===== src/rtl/gaussian_frame_writer.sv =====
// Frame-buffer writer at the sink of the GAUSSIAN stream: drops pipeline-fill strobes, tracks x/y, queues pixels.
// Build option: define DOWNSAMPLE_EN for 2:1 decimation (even x, even y only) feeding the next octave.
module gaussian_frame_writer #(
   parameter int WIDTH      = 400,
   parameter int HEIGHT     = 300,
   parameter int LAT        = 2*WIDTH+2,
   parameter int FIFO_DEPTH = 4,
   parameter int ADDR_W     = 17
) (
   input  logic              Clk,
   input  logic              Reset_n,
   input  logic              Clk_en,
   input  logic [7:0]        din,
   input  logic              frame_start,
   output logic              wr_valid,
   input  logic              wr_ready,
   output logic [ADDR_W-1:0] wr_addr,
   output logic [7:0]        wr_data,
   output logic              busy,
   output logic              frame_done,
   output logic              overflow
);

   localparam int PTR_W  = (FIFO_DEPTH > 1) ? $clog2(FIFO_DEPTH) : 1;
   localparam int CNT_W  = $clog2(FIFO_DEPTH + 1);
   localparam int SKIP_W = (LAT > 1) ? $clog2(LAT) : 1;
   localparam int X_W    = (WIDTH > 1) ? $clog2(WIDTH) : 1;
   localparam int Y_W    = (HEIGHT > 1) ? $clog2(HEIGHT) : 1;

   localparam logic [SKIP_W-1:0] SKIP_LAST = SKIP_W'((LAT > 0) ? LAT - 1 : 0);
   localparam logic [X_W-1:0]    X_LAST    = X_W'(WIDTH - 1);
   localparam logic [Y_W-1:0]    Y_LAST    = Y_W'(HEIGHT - 1);
   localparam logic [CNT_W-1:0]  CNT_FULL  = CNT_W'(FIFO_DEPTH);

   typedef enum logic [1:0] {IDLE, FILL, CAPTURE, DRAIN} state_t;

   state_t              state;
   logic [SKIP_W-1:0]   skip_cnt;
   logic [X_W-1:0]      x;
   logic [Y_W-1:0]      y;
   logic [ADDR_W-1:0]   addr_cnt;

   logic [7:0]          mem_data [FIFO_DEPTH];
   logic [ADDR_W-1:0]   mem_addr [FIFO_DEPTH];
   logic [PTR_W-1:0]    wr_ptr;
   logic [PTR_W-1:0]    rd_ptr;
   logic [CNT_W-1:0]    count;

   logic                full;
   logic                pop;
   logic                cap;
   logic                keep;
   logic                push;

   assign wr_valid = (count != '0);
   assign wr_addr  = mem_addr[rd_ptr];
   assign wr_data  = mem_data[rd_ptr];

   assign full = (count == CNT_FULL);
   assign pop  = wr_valid & wr_ready;
   // A strobe coinciding with frame_start belongs to the new frame, never to CAPTURE.
   assign cap  = (state == CAPTURE) & Clk_en & ~frame_start;

`ifdef DOWNSAMPLE_EN
   assign keep = ~x[0] & ~y[0];
`else
   assign keep = 1'b1;
`endif

   // A pop on the same edge frees the slot, so a full FIFO can still accept.
   assign push = cap & keep & (~full | pop);

   always_ff @(posedge Clk or negedge Reset_n) begin
      if (!Reset_n) begin
         wr_ptr <= '0;
         rd_ptr <= '0;
         count  <= '0;
         for (int i = 0; i < FIFO_DEPTH; i++) begin
            mem_data[i] <= '0;
            mem_addr[i] <= '0;
         end
      end else if (frame_start) begin
         wr_ptr <= '0;
         rd_ptr <= '0;
         count  <= '0;
      end else begin
         if (push) begin
            mem_data[wr_ptr] <= din;
            mem_addr[wr_ptr] <= addr_cnt;
            wr_ptr           <= wr_ptr + 1'b1;
         end
         if (pop)
            rd_ptr <= rd_ptr + 1'b1;
         case ({push, pop})
            2'b10:   count <= count + 1'b1;
            2'b01:   count <= count - 1'b1;
            default: count <= count;
         endcase
      end
   end

   always_ff @(posedge Clk or negedge Reset_n) begin
      if (!Reset_n) begin
         state      <= IDLE;
         skip_cnt   <= '0;
         x          <= '0;
         y          <= '0;
         addr_cnt   <= '0;
         busy       <= 1'b0;
         frame_done <= 1'b0;
         overflow   <= 1'b0;
      end else begin
         frame_done <= 1'b0;
         if (frame_start) begin
            x        <= '0;
            y        <= '0;
            addr_cnt <= '0;
            overflow <= 1'b0;
            busy     <= 1'b1;
            if (LAT == 0 || (LAT == 1 && Clk_en)) begin
               state    <= CAPTURE;
               skip_cnt <= '0;
            end else begin
               state    <= FILL;
               skip_cnt <= Clk_en ? SKIP_W'(1) : '0;
            end
         end else begin
            case (state)
               IDLE: ;
               FILL: begin
                  if (Clk_en) begin
                     if (skip_cnt == SKIP_LAST) begin
                        state    <= CAPTURE;
                        skip_cnt <= '0;
                     end else begin
                        skip_cnt <= skip_cnt + 1'b1;
                     end
                  end
               end
               CAPTURE: begin
                  if (Clk_en) begin
                     // Address advances even for dropped pixels so later writes land correctly.
                     if (keep) begin
                        addr_cnt <= addr_cnt + 1'b1;
                        if (full && !pop)
                           overflow <= 1'b1;
                     end
                     if (x == X_LAST) begin
                        x <= '0;
                        if (y == Y_LAST) begin
                           y     <= '0;
                           state <= DRAIN;
                        end else begin
                           y <= y + 1'b1;
                        end
                     end else begin
                        x <= x + 1'b1;
                     end
                  end
               end
               DRAIN: begin
                  // Finish on the same edge that accepts the final write.
                  if (count == '0 || (count == CNT_W'(1) && pop)) begin
                     state      <= IDLE;
                     busy       <= 1'b0;
                     frame_done <= 1'b1;
                  end
               end
               default: state <= IDLE;
            endcase
         end
      end
   end

endmodule


===== config.mk =====
export PLATFORM = sky130hd
export DESIGN_NAME = gaussian_frame_writer
export DESIGN_NICKNAME = d
export VERILOG_FILES = /design/src/rtl/gaussian_frame_writer.sv
export SDC_FILE = /design/constraint.sdc
export NUM_CORES = 1
export LEC_CHECK = 0
export CAP_MARGIN = 10
export CORE_MARGIN = 4
export CORE_UTILIZATION = 45
export DETAILED_ROUTE_END_ITERATION = 7
export GPL_TIMING_DRIVEN = 0
export PLACE_DENSITY = 0.69
export REMOVE_ABC_BUFFERS = 1
export SYNTH_ARGS = -nofsm -noshare
export SYNTH_HDL_FRONTEND = slang
export SYNTH_SLANG_ARGS = --single-unit

===== constraint.sdc =====
create_clock -name Clk -period 2.7 [get_ports Clk]
set_input_delay 0.54 -clock Clk [delete_from_list [all_inputs] [get_ports Clk]]
set_output_delay 0.54 -clock Clk [all_outputs]
set_load 0.02 [all_outputs]

======== Word level (Yosys, flattened, before mapping) ========
Index checks and enable logic that the tools add are counted.
operators by class
  add/sub/neg operators ................... 8
  order comparisons ....................... 3
  eq/ne operators ......................... 16
  muxes and demuxes ....................... 53
  bitwise gates (word level) .............. 9
  reduce and logical (&&, ||, !) cells .... 25
operator list
  kind                   number
  $mux 17                6
  $mux 9                 9
  $bwmux 68              1
  $mux 10                4
  $bmux 17 s2            1
  $demux 17 s2           1
  $bwmux 32              1
  $mux 8                 3
  $mux 2                 11
  $add 9x1->9 const B    2
  $eq 9x9->1 const B     2
  $reduce_bool 2->1      9
  $add 17x1->17 const B  1
  $bmux 8 s2             1
  $demux 8 s2            1
  $ne 3x3->1 const B     4
  $mux 1                 11
  $add 10x1->10 const B  1
  $eq 10x10->1 const B   1
  $reduce_and 2->1       4
  $reduce_and 7->1       1
  $eq 2x2->1 const B     3
  $ge 3x3->1 const B     2
  $ne 3x2->1 const B     2
  21 further kinds       32
storage, ports and cells
  bits in registers ....................... 157
  word-level logic and storage cells ...... 133

======== Depth between registers and ports, before layout ========
Gate-level depths: netlist (run 1).
  word-level depth ........................ 8
  depth in mapped cells ................... 8
  depth with buffers taken out ............ 6

======== Least setup slack after synthesis (run 1) ========
OpenSTA, ideal clock, no wires.
  kind .................................... reg-to-output
  from .................................... register rd_ptr[0]
  to ...................................... output wr_addr[10]
  data arrival time ....................... 1.467 ns
  data required time ...................... 2.160 ns
  setup slack ............................. 0.693 ns
  stages on the path, launching flop included .. 4
  buffers on the path ..................... 2
  cell sequence ........................... dfrtp_1 > buf_2 > buf_2 > mux4_2
between the ends
  longest elaborated chain between the ends .. 4
RTL lines
  item                                         line  text
  from (decl)                                  46    logic [PTR_W-1:0] rd_ptr;
  from (signal assigned)                       93    rd_ptr <= rd_ptr + 1'b1;
  $not 2->3 (not written as such)              56    assign wr_addr = mem_addr[rd_ptr];
  $bmux 17 s2                                  56
  $mux 17 (not written as such) (2 in series)  56
  to (decl)                                    17    output logic [ADDR_W-1:0] wr_addr,
Every way passes these cells. The select of a mux whose other input is x is not followed.

======== Worst setup path after layout (run 1) ========
  from .................................... input Clk_en
  to ...................................... register mem_data[2] in the netlist's numbering
between the ends
  longest elaborated chain between the ends .. 4
RTL lines
  item                               line  text
  from (decl)                        12    input logic Clk_en,
  $and 1x1->1 (2 in series)          62    assign cap = (state == CAPTURE) & Clk_en & ~frame_start;
  $and 1x1->1                        71    assign push = cap & keep & (~full | pop);
  $reduce_and 2->1 (no source line)  n/a
  to (signal, indexed assignment)    88    mem_data[wr_ptr] <= din;
  to (decl)                          43    logic [7:0] mem_data [FIFO_DEPTH];
Every way passes these cells.
A chain may end at the register's enable or synchronous reset.

==> results.cfg, run 1 <==
[power]
power.share.sequential = 0.464
part_of_the_power_in_the_clock_network = 0.430
internal_power_mw = 3.95
totalPowerFinal_mw = 5.26
power_switching_mw = 1.31
power_frac_comb = 0.106
p_sw_frac = 0.249
static-leakage-power_nw = 4.13
power.density_nw_per_um2 = 600
maximum_ir_drop_on_the_vdd_rail_mv = 0.490

[global_routing]
grtUsageTotal = 0.164
number_of_antenna_violations_at_the_first_check_in_global_routing = 0
first_global_vias = 5148
grt_max_degree = 87
grt_first_pass_wirelength_um = 25700
gr-total-overflow = 0

[synthesis]
proportion_of_synthesized_chip_area_in_sequential_cells = 0.517
yosys.area_share.simple = 0.106
synth.avg_cell_area_um2 = 13.0
synthesis.area_um2 = 7610
synth_xor_area_frac = 0.0276
synth_top_area_share = 0.517
post_synth_main_area_contributors = sky130_fd_sc_hd__dfrtp_1 52%, sky130_fd_sc_hd__mux2_2 15%, sky130_fd_sc_hd__mux4_2 7.4%
postSynthRegisterBits = 157
synthDominantAreaCellType = sky130_fd_sc_hd__dfrtp_1
synth_warnings = 0
dominant_combinational_cell_family_by_area_after_synthesis = multiplexers
synth_flop_cell = sky130_fd_sc_hd__dfrtp_1
synth.mux.area_fraction = 0.226
async_set_reset_flop_share_out_of_synthesis = 1.00
post_synth_inst_count = 587
post_synthesis_adder_cell_area_fraction = 0.0214
edff_count_synth = 0
synth_compound_gate_area_share = 0.0689
ys_types = 59

[timing]
fin_worst_hold_slack_ns = 0.137
max_slew_violation_count = 0
timing_worst_slew_pin_value_ns = 0.768
worst_slack_ns = -0.0565
fmax_mhz = 363
timing.clock.skew_ns = 0.00810
grt_setup_unrepaired = yes
finalCriticalPeriod_ns = 2.76
tns_ns = -2.65
report.final.setup_viol = 75
max_slew_margin = 0.486
post_route_fraction_of_the_period_consumed_by_the_critical_path = 1.02
hold_viol = 0

[floorplan]
initial_core_util = 0.459
placeable_core_area_um2 = 16600
die_area_um2 = 19000
die_h_um = 138
fp.dieW_um = 138
io_pins = 42
row_count = 47

[clock_network]
clk_latency_ns = 0.42
cts-htree-levels = 4
clockBufferDepth = 2
cts.sinks = 157
numCtsBuffers = 17
cts_tree = done
clk_pin_slew_worst_paths_ns = 0.06
ctsRootBufferMaster = sky130_fd_sc_hd__clkbuf_16

[route]
detailed_route_wl_um = 14700
route.detailed.wl_per_inst_um = 17.4
antenna_left = 0
initialDrtViolationCount = 204
dr_total_vias = 4789
avgViaCountPerCell = 5.65
drc_errors = 0
drt-pass1-iter-count = 4

[critical_path]
cp_num_buf_inv = 1
cp_top_family = simple AND/OR/NAND/NOR gates
data_required_time_at_the_worst_endpoint_ns = 3.01
r2r.worst_path.cells = 4
worst-endpoint-arrival_ns = 3.06
critical_path_depth = 5
critPathMaxStageDelay_ns = 0.58
cp-end-kind = register
critical_path_class = input port to register
startpoint_type = input port
critPathMaxFanout = 25
slowest_cell_on_the_critical_path = sky130_fd_sc_hd__clkdlybuf4s50_1
regToRegSetupSlack_ns = 0.12
rr_startpoint = state[0]
critPathCapture = mem_data[2]
origin_of_the_worst_setup_path = Clk_en
r2r_end = mem_data[2]
path_cells = clkdlybuf4s50_1, nand3b_1, nor3_4, nand2_2, mux2_2

[layout]
num-nets-final = 641
layout-area-overhead-vs-synth_pct = 15.1
antenna-diode-count = 0
drive_above_1_share = 0.293
finish.utilization = 0.528
nFillCells = 1394
final-instance-count-excl-fill = 847
post_route_standard_cell_area_excluding_fillers_um2 = 8760
layout_common_cells = 155 x sky130_fd_sc_hd__dfrtp_1, 102 x sky130_fd_sc_hd__mux2_2, 34 x sky130_fd_sc_hd__nor2_1, 25 x sky130_fd_sc_hd__mux4_2, 21 x sky130_fd_sc_hd__nand2_1
final_common_cell = sky130_fd_sc_hd__dfrtp_1

[placement]
postPlaceCellArea_um2 = 8170
dp_cells = 815
port_buffers = 41
detailed_place_hpwl_um = 9450
globalplace.congestion = 0.785
dp_worst_setup_slack_ns = -0.604

[worst_hold_path]
hold_class = input port to asynchronous set/reset pin

[outcome]
violations = negative setup slack
run_status = finished, violations left

[job]
max_capacitance_violation_total = 0
## state kept, by name (all words and copies together) (netlist names)
| signal | cells |
|---|---|
| busy | 1 |
| wr_ptr | 2 |
| skip_cnt | 10 |
| overflow | 1 |
| mem_data | 32 |
| frame_done | 1 |
| state | 2 |
| x | 9 |
| mem_addr | 68 |
| rd_ptr | 2 |
| y | 9 |
| count | 3 |
| addr_cnt | 17 |
## final cells by class
class                   instances  area, µm²  area share
well taps                     220        275      0.0314
clock inverters                12        114      0.0130
flip-flops and latches        157       3930       0.449
multi-input cells             383       3430       0.392
clock buffers                  19        453      0.0517
inverters                      10       37.5     0.00429
repair buffers                 46        509      0.0582
## metal layers
layer  wire (µm)  vias to the layer above  global-route usage
met4         159                        0              0.0458
met3         497                       17              0.0442
met2        7780                       71               0.288
met5           0                        -                   0
met1        6300                     2478               0.199
li1            -                     2223                   -
## synthesized netlist by cell type (4+ instances only)
master,count
sky130_fd_sc_hd__nand4_1,8
sky130_fd_sc_hd__o211ai_1,5
sky130_fd_sc_hd__dfrtp_1,157
sky130_fd_sc_hd__xnor2_1,4
sky130_fd_sc_hd__nand2_1,21
sky130_fd_sc_hd__nand2b_1,4
sky130_fd_sc_hd__and3_1,10
sky130_fd_sc_hd__xor2_1,20
sky130_fd_sc_hd__ha_1,13
sky130_fd_sc_hd__buf_2,9
sky130_fd_sc_hd__and2_1,6
sky130_fd_sc_hd__nand3_1,13
sky130_fd_sc_hd__nand2_2,4
sky130_fd_sc_hd__nor2_1,34
sky130_fd_sc_hd__inv_1,10
sky130_fd_sc_hd__or3_1,9
sky130_fd_sc_hd__buf_6,8
sky130_fd_sc_hd__o2111ai_1,9
sky130_fd_sc_hd__o21ai_0,18
sky130_fd_sc_hd__and3b_1,4
sky130_fd_sc_hd__mux2_2,102
sky130_fd_sc_hd__a21o_1,5
sky130_fd_sc_hd__mux4_2,25
sky130_fd_sc_hd__a21oi_1,20
sky130_fd_sc_hd__clkbuf_1,16
## how the worst min path moves through the flow
stage,from,endpoint,slack [ns]
finish,Reset_n,mem_data[27],0.14
global placement,busy,busy,0.46
detailed placement,busy,busy,0.47
floorplan,Reset_n,addr_cnt[0],0.24
global route,Reset_n,mem_data[9],0.18
CTS,Reset_n,mem_data[1],0.14
## kinds of logic (layout without fill, tap and decap cells)
| family | after synthesis | after routing |
|---|---|---|
| DFF | 157 | 157 |
| and+or+nand+nor | 142 | 142 |
| muxes | 128 | 128 |
| AOI/OAI and AO/OA | 76 | 76 |
| buffers and inverters | 47 | 87 |
| xor gates and xnor gates | 24 | 24 |
| adders and majority gates | 13 | 13 |
## power groups by stage
stage,registers (mW),clock network [mW],logic (mW)
floorplan,2.52,0,0.255
global placement,2.57,0,0.388
detailed placement,2.50,0,0.510
CTS,2.44,2.33,0.572
global route,2.44,2.44,0.623
finish,2.44,2.26,0.559
## what timing repair did
action	in CTS	in global routing
hold buffers	0	0
setup buffers	1	0
gates resized for setup	23	4
pin swaps	0	0
setup endpoints to repair	37	80
No activity file was read; power rests on OpenSTA's default activity.
==> run 2, diff against run 1 <==
==> constraint.sdc (replaced) <==
create_clock -name Clk -period 3.1 [get_ports Clk]
set_input_delay 0.62 -clock Clk [delete_from_list [all_inputs] [get_ports Clk]]
set_output_delay 0.62 -clock Clk [all_outputs]
set_load 0.02 [all_outputs]
==> run 2 against run 1 <==
  * The flow now finishes without violations
  * Register-to-register slack better by 0.44 ns
  * Total power is 13% lower
  * Count of clock-buffer cells in the layout stayed put
  * Routed wire length is 0.24% lower
  * Largest cell class unchanged
==> results.cfg, run 2 (synthesis gave the netlist of run 1 again) <==
[global_routing]
globalRouteMet2Util = 0.289
gr-total-overflow = 0
gr-max-usage-layer = met2
grt_use_met1 = 0.197
first_global_vias = 5128
grt_first_pass_wirelength_um = 25600
grt.met3_usage = 0.0432
grt_max_degree = 87
number_of_antenna_violations_at_the_first_check_in_global_routing = 0
grtUsageTotal = 0.163

[clock_network]
cts-htree-levels = 4
post-cts-setup-buffer-count = 0
clockBufferDepth = 2
clk_pin_slew_worst_paths_ns = 0.06
numCtsBuffers = 17
cts_hold_repair.buffers = 0
cts_tree = done
clk_latency_ns = 0.42
cts.sinks = 157
ctsRootBufferMaster = sky130_fd_sc_hd__clkbuf_16

[critical_path]
r2r_end = mem_data[2]
r2r.worst_path.cells = 4
cp-end-kind = primary output
critPathMaxFanout = 17
rr_startpoint = state[0]
regToRegSetupSlack_ns = 0.56
startpoint_type = register
data_required_time_at_the_worst_endpoint_ns = 2.48
worst-endpoint-arrival_ns = 2.35
critical_path_class = register to primary output

[layout]
drive_above_1_share = 0.289
multi_input_area_um2 = 3430
largest_register_ffs = 68
regArea_um2 = 3930
reg.largest.list = mem_addr x68, mem_data x32, addr_cnt x17
layout-area-overhead-vs-synth_pct = 14.9
nFillCells = 1388
largest_register = mem_addr
antenna-diode-count = 0
num-nets-final = 640
final_common_cell = sky130_fd_sc_hd__dfrtp_1
layout_common_cells = 156 x sky130_fd_sc_hd__dfrtp_1, 102 x sky130_fd_sc_hd__mux2_2, 39 x sky130_fd_sc_hd__clkdlybuf4s50_1, 34 x sky130_fd_sc_hd__nor2_1, 25 x sky130_fd_sc_hd__mux4_2

[power]
power.density_nw_per_um2 = 522
static-leakage-power_nw = 3.96
maximum_ir_drop_on_the_vdd_rail_mv = 0.396

[floorplan]
initial_core_util = 0.459
placeable_core_area_um2 = 16600
die_h_um = 138
io_pins = 42
row_count = 47
fp.dieW_um = 138
die_area_um2 = 19000

[route]
avgViaCountPerCell = 5.63
drc_errors = 0
drt-pass1-iter-count = 5
route.detailed.wl_per_inst_um = 17.4
detailed_route_wl_um = 14700
dr_total_vias = 4767
initialDrtViolationCount = 201
antenna_left = 0

[timing]
worst_slack_ns = 0.133
report.final.setup_viol = 0
tns_ns = 0
post_route_fraction_of_the_period_consumed_by_the_critical_path = 0.957
timing_worst_slew_pin_value_ns = 0.766
fin_worst_hold_slack_ns = 0.216
grt_setup_unrepaired = no
finalCriticalPeriod_ns = 2.97
max_slew_violation_count = 0
hold_viol = 0
fmax_mhz = 337
max_slew_margin = 0.488
timing.clock.skew_ns = 0.00635

[outcome]
run_status = finished clean

[placement]
port_buffers = 41
dp_worst_setup_slack_ns = -0.284
detailed_place_hpwl_um = 9450
globalplace.congestion = 0.785

[worst_hold_path]
hold_class = input port to asynchronous set/reset pin

[job]
max_capacitance_violation_total = 0
==> run 2: per-layer routing <==
| metal | vias to the layer above | routed length [µm] |
|---|---|---|
| met1 | 2456 | 6330 |
| met3 | 18 | 494 |
| met5 | - | 0 |
| met4 | 0 | 164 |
| met2 | 69 | 7720 |
| li1 | 2224 | - |
==> run 2: through the flow <==
step | util | power (mW) | cell area (µm²) | cells
after global placement | 0.487 | 2.58 | 8080 | 811
after floorplan | - | 2.42 | 7390 | 550
after global routing | 0.527 | 4.76 | 8740 | 846
final | 0.527 | 4.56 | 8740 | 846
after detailed placement | 0.493 | 2.63 | 8170 | 815
after CTS | 0.527 | 4.62 | 8740 | 846
==> run 2: report_power, final <==
group | switching (mW) | internal [mW]
clock network | 0.830 | 1.15
registers | 0.0670 | 2.08
logic | 0.244 | 0.196
==> run 2: how the worst max path moves through the flow <==
stage                          from    endpoint  slack, ns  cells after the start
after floorplan           rd_ptr[0]  wr_addr[0]       0.59                      1
after global placement      Reset_n        y[2]      -4.58                      1
after detailed placement     Clk_en        y[8]      -0.28                      5
after CTS                 rd_ptr[0]  wr_addr[2]       0.02                      3
after global routing      rd_ptr[0]  wr_addr[2]       0.02                      3
final                     rd_ptr[0]  wr_addr[5]       0.13                      3
==> run 2: critical path: stages, from the launching register on <==
cell and delay (ns):
sky130_fd_sc_hd__dfrtp_4 0.58, sky130_fd_sc_hd__buf_12 0.24, sky130_fd_sc_hd__mux4_2 0.55, sky130_fd_sc_hd__clkdlybuf4s50_1 0.55
==> run 2: timing repair <==
| action | in CTS | in global routing |
|---|---|---|
| setup endpoints to repair | 0 | 19 |
| gates resized for setup | 0 | 2 |
| hold endpoints to repair | 0 | 0 |
==> run 2: cell type report <==
class	instances	share of cell area
Clock buffer	19	0.0518
Clock inverter	12	0.0130
Inverter	10	0.00429
Multi-Input combinational cell	383	0.392
Sequential cell	157	0.450
Tap cell	220	0.0315
Timing Repair Buffer	45	0.0574
==> run 3, diff against run 2 <==
--- a/config.mk
+++ b/config.mk
@@ -11,6 +11,7 @@
 export DETAILED_ROUTE_END_ITERATION = 7
 export GPL_TIMING_DRIVEN = 0
 export PLACE_DENSITY = 0.69
+export RECOVER_POWER = 50
 export REMOVE_ABC_BUFFERS = 1
 export SYNTH_ARGS = -nofsm -noshare
 export SYNTH_HDL_FRONTEND = slang
==> constraint.sdc (replaced) <==
create_clock -name Clk -period 3.1 [get_ports Clk]
set_input_delay 0.62 -clock Clk [delete_from_list [all_inputs] [get_ports Clk]]
set_output_delay 0.62 -clock Clk [all_outputs]
set_load 0.01 [all_outputs]
==> run 3 against run 2 <==
  * Design area shrank 0.14%
  * Via count rose by 0.21%
  * Sequential power about the same
  * Clock skew up 0.0011 ns
  * Register-to-register slack about the same
  * Worst setup slack better by 0.065 ns
  * Global-route usage did not move
  * The flow now finishes with violations (max-capacitance violations, max-slew violations)
  * Routed wire length about the same
  * Sequential cell count unchanged
  * Largest cell class unchanged
  * Sequential share of layout area grew 0.065 points
  * Final cell count is the same
  * Die area stayed put
==> results.cfg, run 3 (synthesis gave the netlist of run 1 again) <==
[outcome]
run_status = finished, violations left
violations = max-capacitance violations, max-slew violations

[floorplan]
io_pins = 42
fp.dieW_um = 138
initial_core_util = 0.459
row_count = 47
die_area_um2 = 19000
placeable_core_area_um2 = 16600
die_h_um = 138

[route]
antenna_left = 0
detailed_route_wl_um = 14700
drt-pass1-iter-count = 6
route.detailed.wl_per_inst_um = 17.4
drc_errors = 0
initialDrtViolationCount = 191
avgViaCountPerCell = 5.65
dr_total_vias = 4777

[global_routing]
grt_first_pass_wirelength_um = 25600
grt_use_met1 = 0.197
grtUsageTotal = 0.163
grt.met3_usage = 0.0432
first_global_vias = 5128
grt_max_degree = 87
gr-max-usage-layer = met2
globalRouteMet2Util = 0.289
gr-total-overflow = 0
number_of_antenna_violations_at_the_first_check_in_global_routing = 0

[worst_hold_path]
hold-path-cell-count = 1
min_to = busy
hold_class = register to register
hold_path_startpoint = busy

[clock_network]
ctsRootBufferMaster = sky130_fd_sc_hd__clkbuf_16
cts.sinks = 157
post-cts-setup-buffer-count = 0
clockBufferDepth = 2
numCtsBuffers = 17
cts_tree = done
cts_hold_repair.buffers = 0
cts-htree-levels = 4
clk_pin_slew_worst_paths_ns = 0.06
clk_latency_ns = 0.42

[timing]
max_slew_margin = -0.201
timing.clock.skew_ns = 0.00747
report.final.setup_viol = 0
finalCriticalPeriod_ns = 2.90
timing_worst_slew_pin_value_ns = 1.80
post_route_fraction_of_the_period_consumed_by_the_critical_path = 0.936
max_slew_violation_count = 72
fmax_mhz = 345
hold_viol = 0
grt_setup_unrepaired = no

[power]
power.density_nw_per_um2 = 522
static-leakage-power_nw = 3.96
maximum_ir_drop_on_the_vdd_rail_mv = 0.396

[layout]
antenna-diode-count = 0
largest_register = mem_addr
layout_common_cells = 156 x sky130_fd_sc_hd__dfrtp_1, 102 x sky130_fd_sc_hd__mux2_2, 38 x sky130_fd_sc_hd__clkdlybuf4s50_1, 34 x sky130_fd_sc_hd__nor2_1, 25 x sky130_fd_sc_hd__mux4_2
layout-area-overhead-vs-synth_pct = 14.7
final-instance-count-excl-fill = 846
final_common_cell = sky130_fd_sc_hd__dfrtp_1
reg.largest.list = mem_addr x68, mem_data x32, addr_cnt x17
drive_above_1_share = 0.288
num-nets-final = 640
finish.utilization = 0.526
largest_register_ffs = 68

[critical_path]
r2r_end = mem_data[2]
origin_of_the_worst_setup_path = rd_ptr[0]
startpoint_type = register
regToRegSetupSlack_ns = 0.57
data_required_time_at_the_worst_endpoint_ns = 2.48
cp-end-kind = primary output
rr_startpoint = state[0]
worst-endpoint-arrival_ns = 2.28
critical_path_class = register to primary output
critPathMaxFanout = 17
r2r.worst_path.cells = 4

[placement]
globalplace.congestion = 0.785
detailed_place_hpwl_um = 9450
dp_cells = 815
port_buffers = 41

[job]
max_capacitance_violation_total = 1
-- run 3: cell types whose count changed in the layout (fill, tap and decap cells not counted) --
cell                              previous run  this run
sky130_fd_sc_hd__buf_6                       1         0
sky130_fd_sc_hd__clkbuf_2                    0         1
sky130_fd_sc_hd__clkdlybuf4s50_1            39        38
sky130_fd_sc_hd__dlygate4sd3_1               0         1
sky130_fd_sc_hd__nor4_1                      2         3
sky130_fd_sc_hd__nor4_2                      1         0
-- run 3: what timing repair did --
item,in CTS,in global routing
endpoints found under the setup margin,0,4
gates resized for setup,0,2
endpoints found under the hold margin,0,0
-- run 3: where the power goes --
part,leakage (nW),switching (mW),internal [mW]
Combinational,1.52,0.239,0.195
Clock,0.268,0.827,1.15
Sequential,2.18,0.0664,2.08
Total,3.96,1.13,3.42
-- run 3: metrics by stage --
step / cell area, µm² / power [mW] / hold WS (ns) / setup TNS [ns] / setup WS (ns)
global route: 8730 / 4.76 / 0.509 / 0 / 0.0797
CTS: 8740 / 4.61 / 0.219 / 0 / 0.0782
floorplan: 7390 / 2.41 / 0.324 / 0 / 0.635
global placement: 8080 / 2.57 / 0.462 / -833.49 / -4.58
detailed placement: 8170 / 2.62 / 0.469 / -11.77 / -0.284
finish: 8730 / 4.55 / 0.482 / 0 / 0.198
-- run 3: worst max-delay path by stage --
stage / to / slack (ns) / cells after the start
3_3_place_gp: y[2] / -4.58 / 1
2_1_floorplan: wr_addr[0] / 0.63 / 1
6_report: wr_addr[2] / 0.20 / 3
3_5_place_dp: y[8] / -0.28 / 5
5_1_grt: wr_addr[2] / 0.08 / 3
4_1_cts: wr_addr[2] / 0.08 / 3
-- run 3: layout make-up --
type,count,area [µm²]
sequential,157,3930
clock inverter,12,114
tap,220,275
clock buffer,19,453
timing repair buffer,45,495
multi-input combinational,383,3420
fill,1392,7860
inverter,10,37.5
-- run 3: metal layers --
metal  wire (µm)  share of wire
met1        6280           0.43
met5           0              0
met2        7740           0.53
met3         509          0.035
met4         156          0.011
-- run 3: worst max-delay path: stages (launching register included) --
cell and delay (ns):
sky130_fd_sc_hd__dfrtp_4 0.57, sky130_fd_sc_hd__buf_12 0.24, sky130_fd_sc_hd__mux4_2 0.54, sky130_fd_sc_hd__clkdlybuf4s50_1 0.50
